[config.mk]
export PLATFORM = sky130hd
export DESIGN_NAME = id_ex_stage
export DESIGN_NICKNAME = d
export VERILOG_FILES = /design/src/rtl/pipe_pkg.sv /design/src/rtl/hazard_resolve.sv /design/src/rtl/id_ex_stage.sv
export SDC_FILE = /design/constraint.sdc
export NUM_CORES = 1
export LEC_CHECK = 0
export CORE_MARGIN = 8
export CORE_UTILIZATION = 43
export CTS_BUF_LIST = sky130_fd_sc_hd__clkbuf_16
export DETAILED_ROUTE_END_ITERATION = 10
export PLACE_DENSITY_LB_ADDON = 0.25
export SLEW_MARGIN = 20
export SYNTH_ARGS = -nofsm -noshare
export SYNTH_HDL_FRONTEND = slang
export SYNTH_HIERARCHICAL = 1
export SYNTH_SLANG_ARGS = --single-unit
export TNS_END_PERCENT = 50
[constraint.sdc]
create_clock -name clk -period 8.23 [get_ports clk]
set_clock_uncertainty 0.05 [all_clocks]
set_input_delay 1.646 -clock clk [delete_from_list [all_inputs] [get_ports clk]]
set_output_delay 1.646 -clock clk [all_outputs]
set_load 0.02 [all_outputs]
[src/rtl/pipe_pkg.sv]
// Shared pipeline types and constants.
// Holds the bypass select encoding, datapath widths and the bubble control value.
package pipe_pkg;

  localparam int XLEN = 32;
  localparam int AW   = 5;
  localparam int CW   = 16;

  typedef enum logic [1:0] {
    FWD_NONE = 2'b00,
    FWD_EXM  = 2'b01,
    FWD_WB   = 2'b10
  } fwd_sel_t;

  localparam logic [CW-1:0] CTRL_BUBBLE = '0;

endpackage

[src/rtl/hazard_resolve.sv]
// Per-source operand resolution for the ID/EX register.
// In: source reg, regfile data, EX/EXM/WB producers. Out: operand, bypass select, load-use flag.
module hazard_resolve
  import pipe_pkg::*;
#(
  parameter int XLEN = pipe_pkg::XLEN,
  parameter int AW   = pipe_pkg::AW
) (
  input  logic [AW-1:0]   src,
  input  logic [XLEN-1:0] gpr,
  input  logic            ex_valid,
  input  logic            ex_reg_write,
  input  logic            ex_mem_read,
  input  logic [AW-1:0]   ex_dst,
  input  logic            exm_reg_write,
  input  logic            exm_mem_read,
  input  logic [AW-1:0]   exm_dst,
  input  logic [XLEN-1:0] exm_result,
  input  logic            wb_reg_write,
  input  logic [AW-1:0]   wb_dst,
  input  logic [XLEN-1:0] wb_data,
  output logic [XLEN-1:0] op,
  output fwd_sel_t        fwd,
  output logic            hazard
);

  logic is_zero;
  logic m_ex;
  logic m_exm;
  logic m_wb;
  logic s_ex;
  logic s_exm;
  logic s_wb;

  assign is_zero = (src == '0);
  assign m_ex  = ex_valid && ex_reg_write
              && ex_dst != '0 && ex_dst == src;
  assign m_exm = exm_reg_write
              && exm_dst != '0 && exm_dst == src;
  assign m_wb  = wb_reg_write
              && wb_dst != '0 && wb_dst == src;

  // One-hot by construction: nearest producer wins.
  assign s_ex  = !is_zero && m_ex;
  assign s_exm = !is_zero && !m_ex && m_exm;
  assign s_wb  = !is_zero && !m_ex && !m_exm && m_wb;

  always_comb begin
    op     = gpr;
    fwd    = FWD_NONE;
    hazard = 1'b0;
    unique case (1'b1)
      is_zero: op = '0;
      s_ex: begin
        hazard = ex_mem_read;
        fwd    = ex_mem_read ? FWD_NONE : FWD_EXM;
      end
      s_exm: begin
        // Load in MEM: its data shows up on the WB path next cycle.
        if (exm_mem_read) fwd = FWD_WB;
        else              op  = exm_result;
      end
      s_wb:    op = wb_data;
      default: op = gpr;
    endcase
  end

endmodule

[src/rtl/id_ex_stage.sv]
// ID/EX pipeline register with operand forwarding and load-use stall.
// In: ID fields, regfile data, EXM/WB producers, flush/hold. Out: ex_* regs, stall_id, stall_count.
module id_ex_stage
  import pipe_pkg::*;
#(
  parameter int XLEN = pipe_pkg::XLEN,
  parameter int AW   = pipe_pkg::AW,
  parameter int CW   = pipe_pkg::CW
) (
  input  logic            clk,
  input  logic            Reset,
  input  logic            id_valid,
  input  logic [XLEN-1:0] id_pc,
  input  logic [AW-1:0]   id_rs,
  input  logic [AW-1:0]   id_rt,
  input  logic [AW-1:0]   id_dst,
  input  logic            id_reg_write,
  input  logic            id_mem_read,
  input  logic [CW-1:0]   id_ctrl,
  input  logic [XLEN-1:0] id_imm,
  input  logic [XLEN-1:0] gpr_data1,
  input  logic [XLEN-1:0] gpr_data2,
  input  logic            exm_reg_write,
  input  logic            exm_mem_read,
  input  logic [AW-1:0]   exm_dst,
  input  logic [XLEN-1:0] exm_result,
  input  logic            wb_reg_write,
  input  logic [AW-1:0]   wb_dst,
  input  logic [XLEN-1:0] wb_data,
  input  logic            flush,
  input  logic            hold,
  output logic            stall_id,
  output logic            ex_valid,
  output logic            ex_reg_write,
  output logic            ex_mem_read,
  output logic [XLEN-1:0] ex_pc,
  output logic [XLEN-1:0] ex_op_a,
  output logic [XLEN-1:0] ex_op_b,
  output logic [XLEN-1:0] ex_imm,
  output logic [AW-1:0]   ex_dst,
  output logic [CW-1:0]   ex_ctrl,
  output logic [1:0]      ex_fwd_a,
  output logic [1:0]      ex_fwd_b,
  output logic [31:0]     stall_count
);

  logic [XLEN-1:0] op_a;
  logic [XLEN-1:0] op_b;
  fwd_sel_t        fwd_a;
  fwd_sel_t        fwd_b;
  logic            haz_a;
  logic            haz_b;
  logic            load_use;

  hazard_resolve #(.XLEN(XLEN), .AW(AW)) u_res_a (
    .src          (id_rs),
    .gpr          (gpr_data1),
    .ex_valid     (ex_valid),
    .ex_reg_write (ex_reg_write),
    .ex_mem_read  (ex_mem_read),
    .ex_dst       (ex_dst),
    .exm_reg_write(exm_reg_write),
    .exm_mem_read (exm_mem_read),
    .exm_dst      (exm_dst),
    .exm_result   (exm_result),
    .wb_reg_write (wb_reg_write),
    .wb_dst       (wb_dst),
    .wb_data      (wb_data),
    .op           (op_a),
    .fwd          (fwd_a),
    .hazard       (haz_a)
  );

  hazard_resolve #(.XLEN(XLEN), .AW(AW)) u_res_b (
    .src          (id_rt),
    .gpr          (gpr_data2),
    .ex_valid     (ex_valid),
    .ex_reg_write (ex_reg_write),
    .ex_mem_read  (ex_mem_read),
    .ex_dst       (ex_dst),
    .exm_reg_write(exm_reg_write),
    .exm_mem_read (exm_mem_read),
    .exm_dst      (exm_dst),
    .exm_result   (exm_result),
    .wb_reg_write (wb_reg_write),
    .wb_dst       (wb_dst),
    .wb_data      (wb_data),
    .op           (op_b),
    .fwd          (fwd_b),
    .hazard       (haz_b)
  );

  assign load_use = id_valid && (haz_a || haz_b);
  assign stall_id = hold || (load_use && !flush);

  always_ff @(posedge clk or posedge Reset) begin
    if (Reset) begin
      ex_valid     <= 1'b0;
      ex_reg_write <= 1'b0;
      ex_mem_read  <= 1'b0;
      ex_pc        <= '0;
      ex_op_a      <= '0;
      ex_op_b      <= '0;
      ex_imm       <= '0;
      ex_dst       <= '0;
      ex_ctrl      <= CTRL_BUBBLE;
      ex_fwd_a     <= FWD_NONE;
      ex_fwd_b     <= FWD_NONE;
    end else if (flush || (!hold && load_use)) begin
      ex_valid     <= 1'b0;
      ex_reg_write <= 1'b0;
      ex_mem_read  <= 1'b0;
      ex_pc        <= '0;
      ex_op_a      <= '0;
      ex_op_b      <= '0;
      ex_imm       <= '0;
      ex_dst       <= '0;
      ex_ctrl      <= CTRL_BUBBLE;
      ex_fwd_a     <= FWD_NONE;
      ex_fwd_b     <= FWD_NONE;
    end else if (!hold) begin
      ex_valid     <= id_valid;
      ex_reg_write <= id_reg_write;
      ex_mem_read  <= id_mem_read;
      ex_pc        <= id_pc;
      ex_op_a      <= op_a;
      ex_op_b      <= op_b;
      ex_imm       <= id_imm;
      ex_dst       <= id_dst;
      ex_ctrl      <= id_ctrl;
      ex_fwd_a     <= fwd_a;
      ex_fwd_b     <= fwd_b;
    end
  end

  always_ff @(posedge clk or posedge Reset) begin
    if (Reset) begin
      stall_count <= '0;
    end else if (load_use && !flush && !hold
                 && stall_count != '1) begin
      stall_count <= stall_count + 32'd1;
    end
  end

endmodule
== Word-level counts from Yosys, hierarchy flattened ==
Cells that the tools add are included.

* Register bits after elaboration: 188
* Output and inout bits: 189

* Add/subtract/negate cells: 1
* Equality and inequality tests: 8
* Muxes and demuxes: 32
* Reduce and logical (&&, ||, !) cells: 41

{| class="wikitable"
|+ Operator list
! cell !! number
|-
| 2-to-1 mux 32 bit || 10
|-
| one-hot mux 32 bit (3 select lines) || 2
|-
| adder 32 x 1 -> 32 bit, second input constant || 1
|-
| 2-to-1 mux 16 bit || 2
|-
| inequality test 32 bit, second input constant || 1
|-
| == test 5 bit || 6
|-
| logical AND 1 bit || 25
|-
| nonzero test 5 bit || 3
|-
| zero test 5 bit || 2
|-
| 2-to-1 mux 2 bit || 5
|-
| 2-to-1 mux 5 bit || 2
|-
| 2-to-1 mux 1 bit || 9
|-
| zero test 1 bit || 8
|-
| one-hot mux 2 bit (2 select lines) || 2
|-
| logical OR 1 bit || 3
|-
| inequality test 2 x 1 -> 1 bit, second input constant || 1
|}

== Logic depth before layout (Yosys ltp) ==
Gate-level depths: netlist of run 1.

* Word-level depth: 10
* Depth in mapped cells: 11

== By module ==
Netlist of run 1, hierarchy kept.

{| class="wikitable"
|+ By module, submodules not included
! module !! times used !! cells an instance !! area an instance (um^2) !! seq. area each (um^2)
|-
| id_ex_stage || 1 || 488 || 7,008.0 || 4,704.5
|-
| hazard_resolve || 2 || 215 || 1,595.3 || 0.0
|}

== Worst setup path after synthesis of run 1 ==
OpenSTA, ideal clock, no wires.

* Path type: input to output
* From: input id_rt[4]
* To: output stall_id
* Arrival: 3.051 ns
* Slack: 3.483 ns
* Stages on the path: 7
* Cells stage by stage: or2_2 o21ai_0 nand3_2 clkbuf_1 nor2_1 o21ai_0 o21bai_1

* Cells in the longest elaborated chain, start to end: 8
* Elaborated cells between the ends (all ways): 10
* Classes of those cells: eq/ne: 1; mux: 1; reduce/logical: 8

{| class="wikitable"
|+ Ends and longest elaborated chain
! item !! RTL line !! source
|-
| start, declared || id_ex_stage.sv:15 || <nowiki>input logic [AW-1:0] id_rt,</nowiki>
|-
| == test 5 bit / zero test 5 bit (equally long branches) || hazard_resolve.sv:37, hazard_resolve.sv:35 ||
|-
| logical AND 1 bit / zero test 1 bit (equally long branches) || hazard_resolve.sv:37, hazard_resolve.sv:44 ||
|-
| logical AND 1 bit (*) || hazard_resolve.sv:44 || <nowiki>assign s_ex = !is_zero && m_ex;</nowiki>
|-
| 2-to-1 mux 1 bit (*) || hazard_resolve.sv:52 || <nowiki>unique case (1'b1)</nowiki>
|-
| named net haz_b || id_ex_stage.sv:52 || <nowiki>logic haz_b;</nowiki>
|-
| logical OR 1 bit (*) || id_ex_stage.sv:93 || <nowiki>assign load_use = id_valid && (haz_a || haz_b);</nowiki>
|-
| logical AND 1 bit (*) || id_ex_stage.sv:93 ||
|-
| logical AND 1 bit (*) || id_ex_stage.sv:94 || <nowiki>assign stall_id = hold || (load_use && !flush);</nowiki>
|-
| logical OR 1 bit (*) || id_ex_stage.sv:94 ||
|-
| end, declared || id_ex_stage.sv:32 || <nowiki>output logic stall_id,</nowiki>
|}

The timed path passes the listed nets; every way through them passes the cells marked *.

== Worst setup path in the final report of run 1 ==
Same ends and word-level chain as after synthesis.

==> flow_summary.ini, run 1 <==
[clock_network]
clk_pin_slew_ns = 0.07
cts_sinks = 188
cts_setup_buffers = 0
htreeDepth = 4
cts_hold_buf = 0
cts_root_buffer = clkbuf_16
cts_buffers = 17
cts_resized = 0
clk_latency_ns = 0.44
clock_path_buffers = 2
cts_tree = yes

[route]
drc = 0
drtAntennaViolNets = 0
num_vias = 9252
wl_per_cell_um = 23.6
drt_wl_total_um = 38700
first_pass_iters = 5
first_iter_violations = 678
via_per_inst = 5.64

[power]
power_switching_w = 0.000689
ir_drop_mv = 0.129
seq_power_share_pct = 42.7
p_sw_share_pct = 29.5
p_leak_nw = 6.60
power_density_nw_per_um2 = 153
power_frac_comb_pct = 21.4
internal_power_w = 0.00165
clkPwrFrac_pct = 35.9

[final_layout]
synthToLayoutAreaGrowth_pct = 50.1
fillerInstances = 1890
nets = 1551
drive_gt1_share_pct = 14.7

[global_routing]
grt_antenna_before_repair = 4
grt_pass1_wl_um = 58500
grt_max_degree = 120
grt_pass1_vias = 9582
grt_util_all_layers_pct = 26.0
overflow = 0

[sta]
setup_tns_ns = 0
finalCritPeriodShare_pct = 71.5
slew_viol_final = 0
rsz0062_at_grt = false
setup_viol = 0
worstMarginPinSlew_ns = 0.914
fin_hold_ws_ns = 0.454
fmax_ghz = 0.170
finalHoldViolCount = 0
relSlewSlack_pct = 39.1
period_needed_ns = 5.88

[worst_setup_path]
path_max_fanout = 37
crit_arrival_ns = 4.19
worstPathRequired_ns = 6.53
criticalPathCategory = in -> out
crit_slowest_cell = clkdlybuf4s50_1
cp_num_buf_inv = 3
critPathCaptureType = primary output
path_cells = clkdlybuf4s50_1 > or2_2 > o21ai_0 > nand3_2 > buf_4 > nor2_1 > o21ai_0 > o21bai_1 > clkdlybuf4s50_1
start_kind = input port
cp_top_family = buffers and inverters
critPathMaxStageDelay_ns = 0.66

[logic_synthesis]
synth_edf_count = 0
syn_inst = 918
synth_compound_area_share_pct = 23.2
async_reset_ff_share_pct = 100
synth_area_um2 = 10200
synth_top_area_share_pct = 46.1
yosys.area_share.simple_pct = 12.1
synth_ff_type = dfrtp_1
syn-num-nets = 1162
syn_avg_cell_area_um2 = 11.1
ys_seq_area_share_pct = 46.1
synth_top_family_by_area = compound AO/OA/AOI/OAI gates
ys_ff_latch = 188
yosysWarnings = 6
ys_types = 38
synth_fa_ha_area_share_pct = 0.123
synth_xor_area_share_pct = 5.07
yosysMostFrequentCell = dfrtp_1
synth_largest_area_cell = dfrtp_1
synth.area.top_cells = dfrtp_1, a22o_1, o221ai_2
yosys-mux-area-fraction_pct = 7.18
synth_common_cells = dfrtp_1, a22o_1, nand3_1

[floorplan]
rows = 56
ios = 432
initial_utilization_pct = 43.6
die_h_um = 170
die_w_um = 170
core_um2 = 23400
die_area_um2 = 28900

[hold_path]
hp-class = reg -> reg

[flow_run]
maxCapViolCount = 0

[run_status]
status = complete, no violations

[placed_design]
numPortBuffers = 431
gp_congestion = 0.868
dp_hpwl_um = 27600
layout make-up:
class | count | area (um^2) | area share [%]
clock buffer | 17 | 425 | 2.78
sequential | 188 | 4700 | 30.7
tap | 319 | 399 | 2.61
multi-input combinational | 585 | 4890 | 31.9
inverter | 69 | 267 | 1.74
clock inverter | 15 | 179 | 1.17
timing repair buffer | 446 | 4440 | 29.0
antenna | 2 | 5.00 | 0.0327
per-stage QoR:
step | util [%] | area [um^2] | worst slack (ns) | instances | total power, W
floorplan | - | 10200 | 1.42 | 918 | 0.00124
global placement | 62.7 | 14700 | 2.43 | 1606 | 0.00151
detailed placement | 62.7 | 14700 | 2.38 | 1606 | 0.00151
CTS | 65.2 | 15300 | 2.39 | 1638 | 0.00236
global route | 65.4 | 15300 | 2.18 | 1641 | 0.00242
finish | 65.4 | 15300 | 2.35 | 1641 | 0.00234
power groups by stage:
| stage | Sequential [W] | Combinational (W) | Clock, W |
|---|---|---|---|
| 2_1_floorplan | 0.00107 | 0.000178 | 0 |
| 3_3_place_gp | 0.00101 | 0.000495 | 0 |
| 3_5_place_dp | 0.00101 | 0.000501 | 0 |
| 4_1_cts | 0.000997 | 0.000503 | 0.000859 |
| 5_1_grt | 0.00100 | 0.000533 | 0.000889 |
| 6_report | 0.000997 | 0.000500 | 0.000839 |
path summary, 6_finish.rpt:
check | startpoint | to | slack [ns] | cells past startpoint
worst max-delay path | id_rt[4] | stall_id | 2.35 | 9
worst min-delay path | ex_op_a[19] | ex_op_a[19] | 0.45 | 1
worst max register to register | ex_dst[1] | ex_op_a[6] | 4.97 | 9
worst min register to register | ex_op_a[19] | ex_op_a[19] | 0.45 | 1
max in group asynchronous | Reset | ex_op_b[13] | 5.01 | 3
min in group asynchronous | Reset | ex_pc[25] | 1.68 | 2
registers in the layout, summed over array words and instances (netlist names), 2 cells and up:
| name | cells |
|---|---|
| ex_fwd_b | 2 |
| ex_dst | 5 |
| ex_ctrl | 16 |
| ex_op_b | 32 |
| stall_count | 32 |
| ex_op_a | 32 |
| ex_fwd_a | 2 |
| ex_pc | 32 |
| ex_imm | 32 |
kinds of logic after synthesis:
kind of cell    count (synthesis)
fa+ha+maj                       1
xor+xnor                       59
compound gates                227
mux                            65
buf+inv                       145
flops                         188
simple gates                  233
cell usage in the layout (no fill, tap or decap), types with 2 or more instances in the layout:
| cell type | netlist | final |
|---|---|---|
| clkdlybuf4s50_1 | 0 | 430 |
| dfrtp_1 | 188 | 188 |
| a22o_1 | 156 | 156 |
| nand3_1 | 81 | 79 |
| nand2_1 | 76 | 76 |
| inv_1 | 69 | 68 |
| mux2_2 | 65 | 65 |
| o221ai_2 | 60 | 60 |
| xnor2_1 | 35 | 35 |
| xor2_1 | 24 | 24 |
| nand4_1 | 19 | 19 |
| clkbuf_16 | 0 | 17 |
| nor2_1 | 13 | 13 |
| buf_4 | 4 | 13 |
| and3_1 | 11 | 11 |
| inv_8 | 0 | 6 |
| and4_1 | 5 | 5 |
| clkinv_8 | 0 | 5 |
| nor4_1 | 4 | 4 |
| nor3_1 | 4 | 4 |
| nand3_2 | 2 | 4 |
| o221ai_1 | 4 | 4 |
| o21ai_0 | 3 | 3 |
| and2_1 | 3 | 3 |
| nor4_4 | 3 | 3 |
| diode_2 | 0 | 2 |
| clkinvlp_4 | 0 | 2 |
| clkinv_4 | 0 | 2 |
| or2_2 | 2 | 2 |
| nor4_2 | 2 | 2 |
| o21a_4 | 2 | 2 |
per-layer routing:
metal / GRT usage, % / share of wire (%) / up-vias / wire length, um
met4: 7.55 / 2.1 / 4 / 822
met3: 7.92 / 8.6 / 45 / 3310
li1: - / - / 4185 / -
met1: 31.0 / 39 / 4610 / 15200
met2: 44.5 / 50 / 408 / 19400
met5: 0 / 0.057 / - / 22
Power figures use the tool's default switching activity.
==> inputs of run 2 (changes only) <==
==> constraint.sdc (replaced) <==
create_clock -name clk -period 5.5 [get_ports clk]
set_clock_uncertainty 0.05 [all_clocks]
set_input_delay 1.1 -clock clk [delete_from_list [all_inputs] [get_ports clk]]
set_output_delay 1.1 -clock clk [all_outputs]
set_load 0.02 [all_outputs]
==> run 2 against run 1 <==
Against the previous run:
- global-route usage up 0.23 points
- count of clock-buffer cells in the layout unchanged
- flip-flop and latch count unchanged
- hold slack better by 0.0011 ns
- sequential share of layout area down 0.16 points
- total power up 49%
- critical path type unchanged
- largest power group unchanged
- highest routed layer unchanged
==> flow_summary.ini, run 2 (synthesis results as in run 1) <==
[clock_network]
htreeDepth = 4
cts_buffers = 17
cts_sinks = 188
cts_resized = 0
clk_pin_slew_ns = 0.07
cts_setup_buffers = 0
cts_hold_buf = 0
clk_latency_ns = 0.44
cts_tree = yes
cts_root_buffer = clkbuf_16
clock_path_buffers = 2

[worst_setup_path]
cp_top_family = buffers and inverters
start_kind = input port
cp_num_buf_inv = 2
r2r_start = ex_dst[1]
critPathCaptureType = primary output
path_max_fanout = 5
ff2ff_path_depth = 8
reg2reg_slack_ns = 2.31
critPathMaxStageDelay_ns = 0.65
worstPathRequired_ns = 4.35
crit_arrival_ns = 3.47
criticalPathCategory = in -> out
reg2reg_to = ex_op_b[8]
crit_slowest_cell = clkdlybuf4s50_1
path_cells = clkdlybuf4s50_1 > or2_2 > o21ai_0 > nand3_2 > nor2_1 > o21ai_0 > o21bai_1 > clkdlybuf4s50_1

[floorplan]
die_area_um2 = 28900
rows = 56
initial_utilization_pct = 43.6
die_h_um = 170
ios = 432
die_w_um = 170
core_um2 = 23400

[placed_design]
gp_congestion = 0.866
dp_hpwl_um = 28200
numPortBuffers = 431
dp_slack_ns = 0.912

[power]
p_leak_nw = 6.64
ir_drop_mv = 0.168
power_density_nw_per_um2 = 226

[route]
drt_wl_total_um = 38800
drc = 0
first_pass_iters = 5
first_iter_violations = 698
wl_per_cell_um = 23.5
drtAntennaViolNets = 0
num_vias = 9307
via_per_inst = 5.65

[sta]
fmax_ghz = 0.216
worstMarginPinSlew_ns = 1.04
finalHoldViolCount = 0
period_needed_ns = 4.62
relSlewSlack_pct = 30.5
setup_tns_ns = 0
fin_ws_ns = 0.876
rsz0062_at_grt = false
finalCritPeriodShare_pct = 84.1
slew_viol_final = 0
setup_viol = 0

[global_routing]
overflow = 0
grt_util_all_layers_pct = 26.2
grt_pass1_vias = 9865
grt_pass1_wl_um = 58600
grt_max_degree = 112
grt_antenna_before_repair = 4

[hold_path]
hp-start = ex_op_b[18]
hp-class = reg -> reg
hold_depth = 1
holdPathEnd = ex_op_b[18]

[run_status]
status = complete, no violations

[final_layout]
final_cell_mix = clkdlybuf4s50_1, dfrtp_1, a22o_1, nand3_1, nand2_1
fillerInstances = 1914
synthToLayoutAreaGrowth_pct = 50.8
drive_gt1_share_pct = 14.9
nets = 1556
final_common_cell = clkdlybuf4s50_1

[flow_run]
maxCapViolCount = 0
-- run 2: cell types whose count changed in the layout (fill, tap and decap cells not counted), sizes merged --
cell / previous run / this run
buf: 16 / 21
diode: 2 / 3
-- run 2: per-layer routing --
metal	track usage [%]	wire length (um)
met4	10.9	1250
met5	0	10
met1	30.6	15000
met2	43.3	18700
met3	9.29	3810
-- run 2: stage by stage --
| stage | util (%) | power (W) | std cells | hold slack [ns] | instance area (um^2) |
|---|---|---|---|---|---|
| 6_report | 65.7 | 0.00347 | 1647 | 0.456 | 15400 |
| 5_1_grt | 65.7 | 0.00362 | 1647 | 0.471 | 15400 |
| 4_1_cts | 65.7 | 0.00350 | 1644 | 0.461 | 15400 |
| 3_5_place_dp | 63.2 | 0.00228 | 1612 | 0.440 | 14800 |
| 3_3_place_gp | 63.2 | 0.00227 | 1612 | 0.436 | 14800 |
| 2_1_floorplan | - | 0.00186 | 918 | 0.550 | 10200 |
-- run 2: worst reg2reg max path: stages (launching register included) --
cell	delay, ns
dfrtp_1	0.47
nor4_1	0.28
o21ai_0	0.14
nand3_2	0.08
buf_4	0.45
nand3_2	0.77
buf_4	0.52
o221ai_2	0.21
a22o_1	0.15
-- run 2: area by class of cell --
class                   count  area (um^2)  share of cell area, %
inverters                  69          263                   1.71
well taps                 319          399                   2.59
clock inverters            15          159                   1.03
diodes                      3         7.51                 0.0488
flip-flops and latches    188         4700                   30.6
clock buffers              17          425                   2.77
multi-input cells         585         4880                   31.7
repair buffers            451         4550                   29.6
-- run 2: power breakdown --
part	total, W	switching (W)	internal, W
clock network	0.00123	0.000619	0.000606
logic	0.000757	0.000349	0.000407
registers	0.00149	0.0000447	0.00145
total	0.00347	0.00101	0.00246
-- run 2: how the worst max path moves through the flow --
stage | startpoint | end | slack [ns] | cells after the start
2_1_floorplan | id_rt[4] | stall_id | 1.85 | 7
6_report | id_rs[4] | stall_id | 0.88 | 8
3_3_place_gp | id_rt[4] | stall_id | 0.87 | 8
3_5_place_dp | id_rt[4] | stall_id | 0.91 | 8
5_1_grt | id_rs[4] | stall_id | 0.68 | 8
4_1_cts | id_rt[4] | stall_id | 0.90 | 8
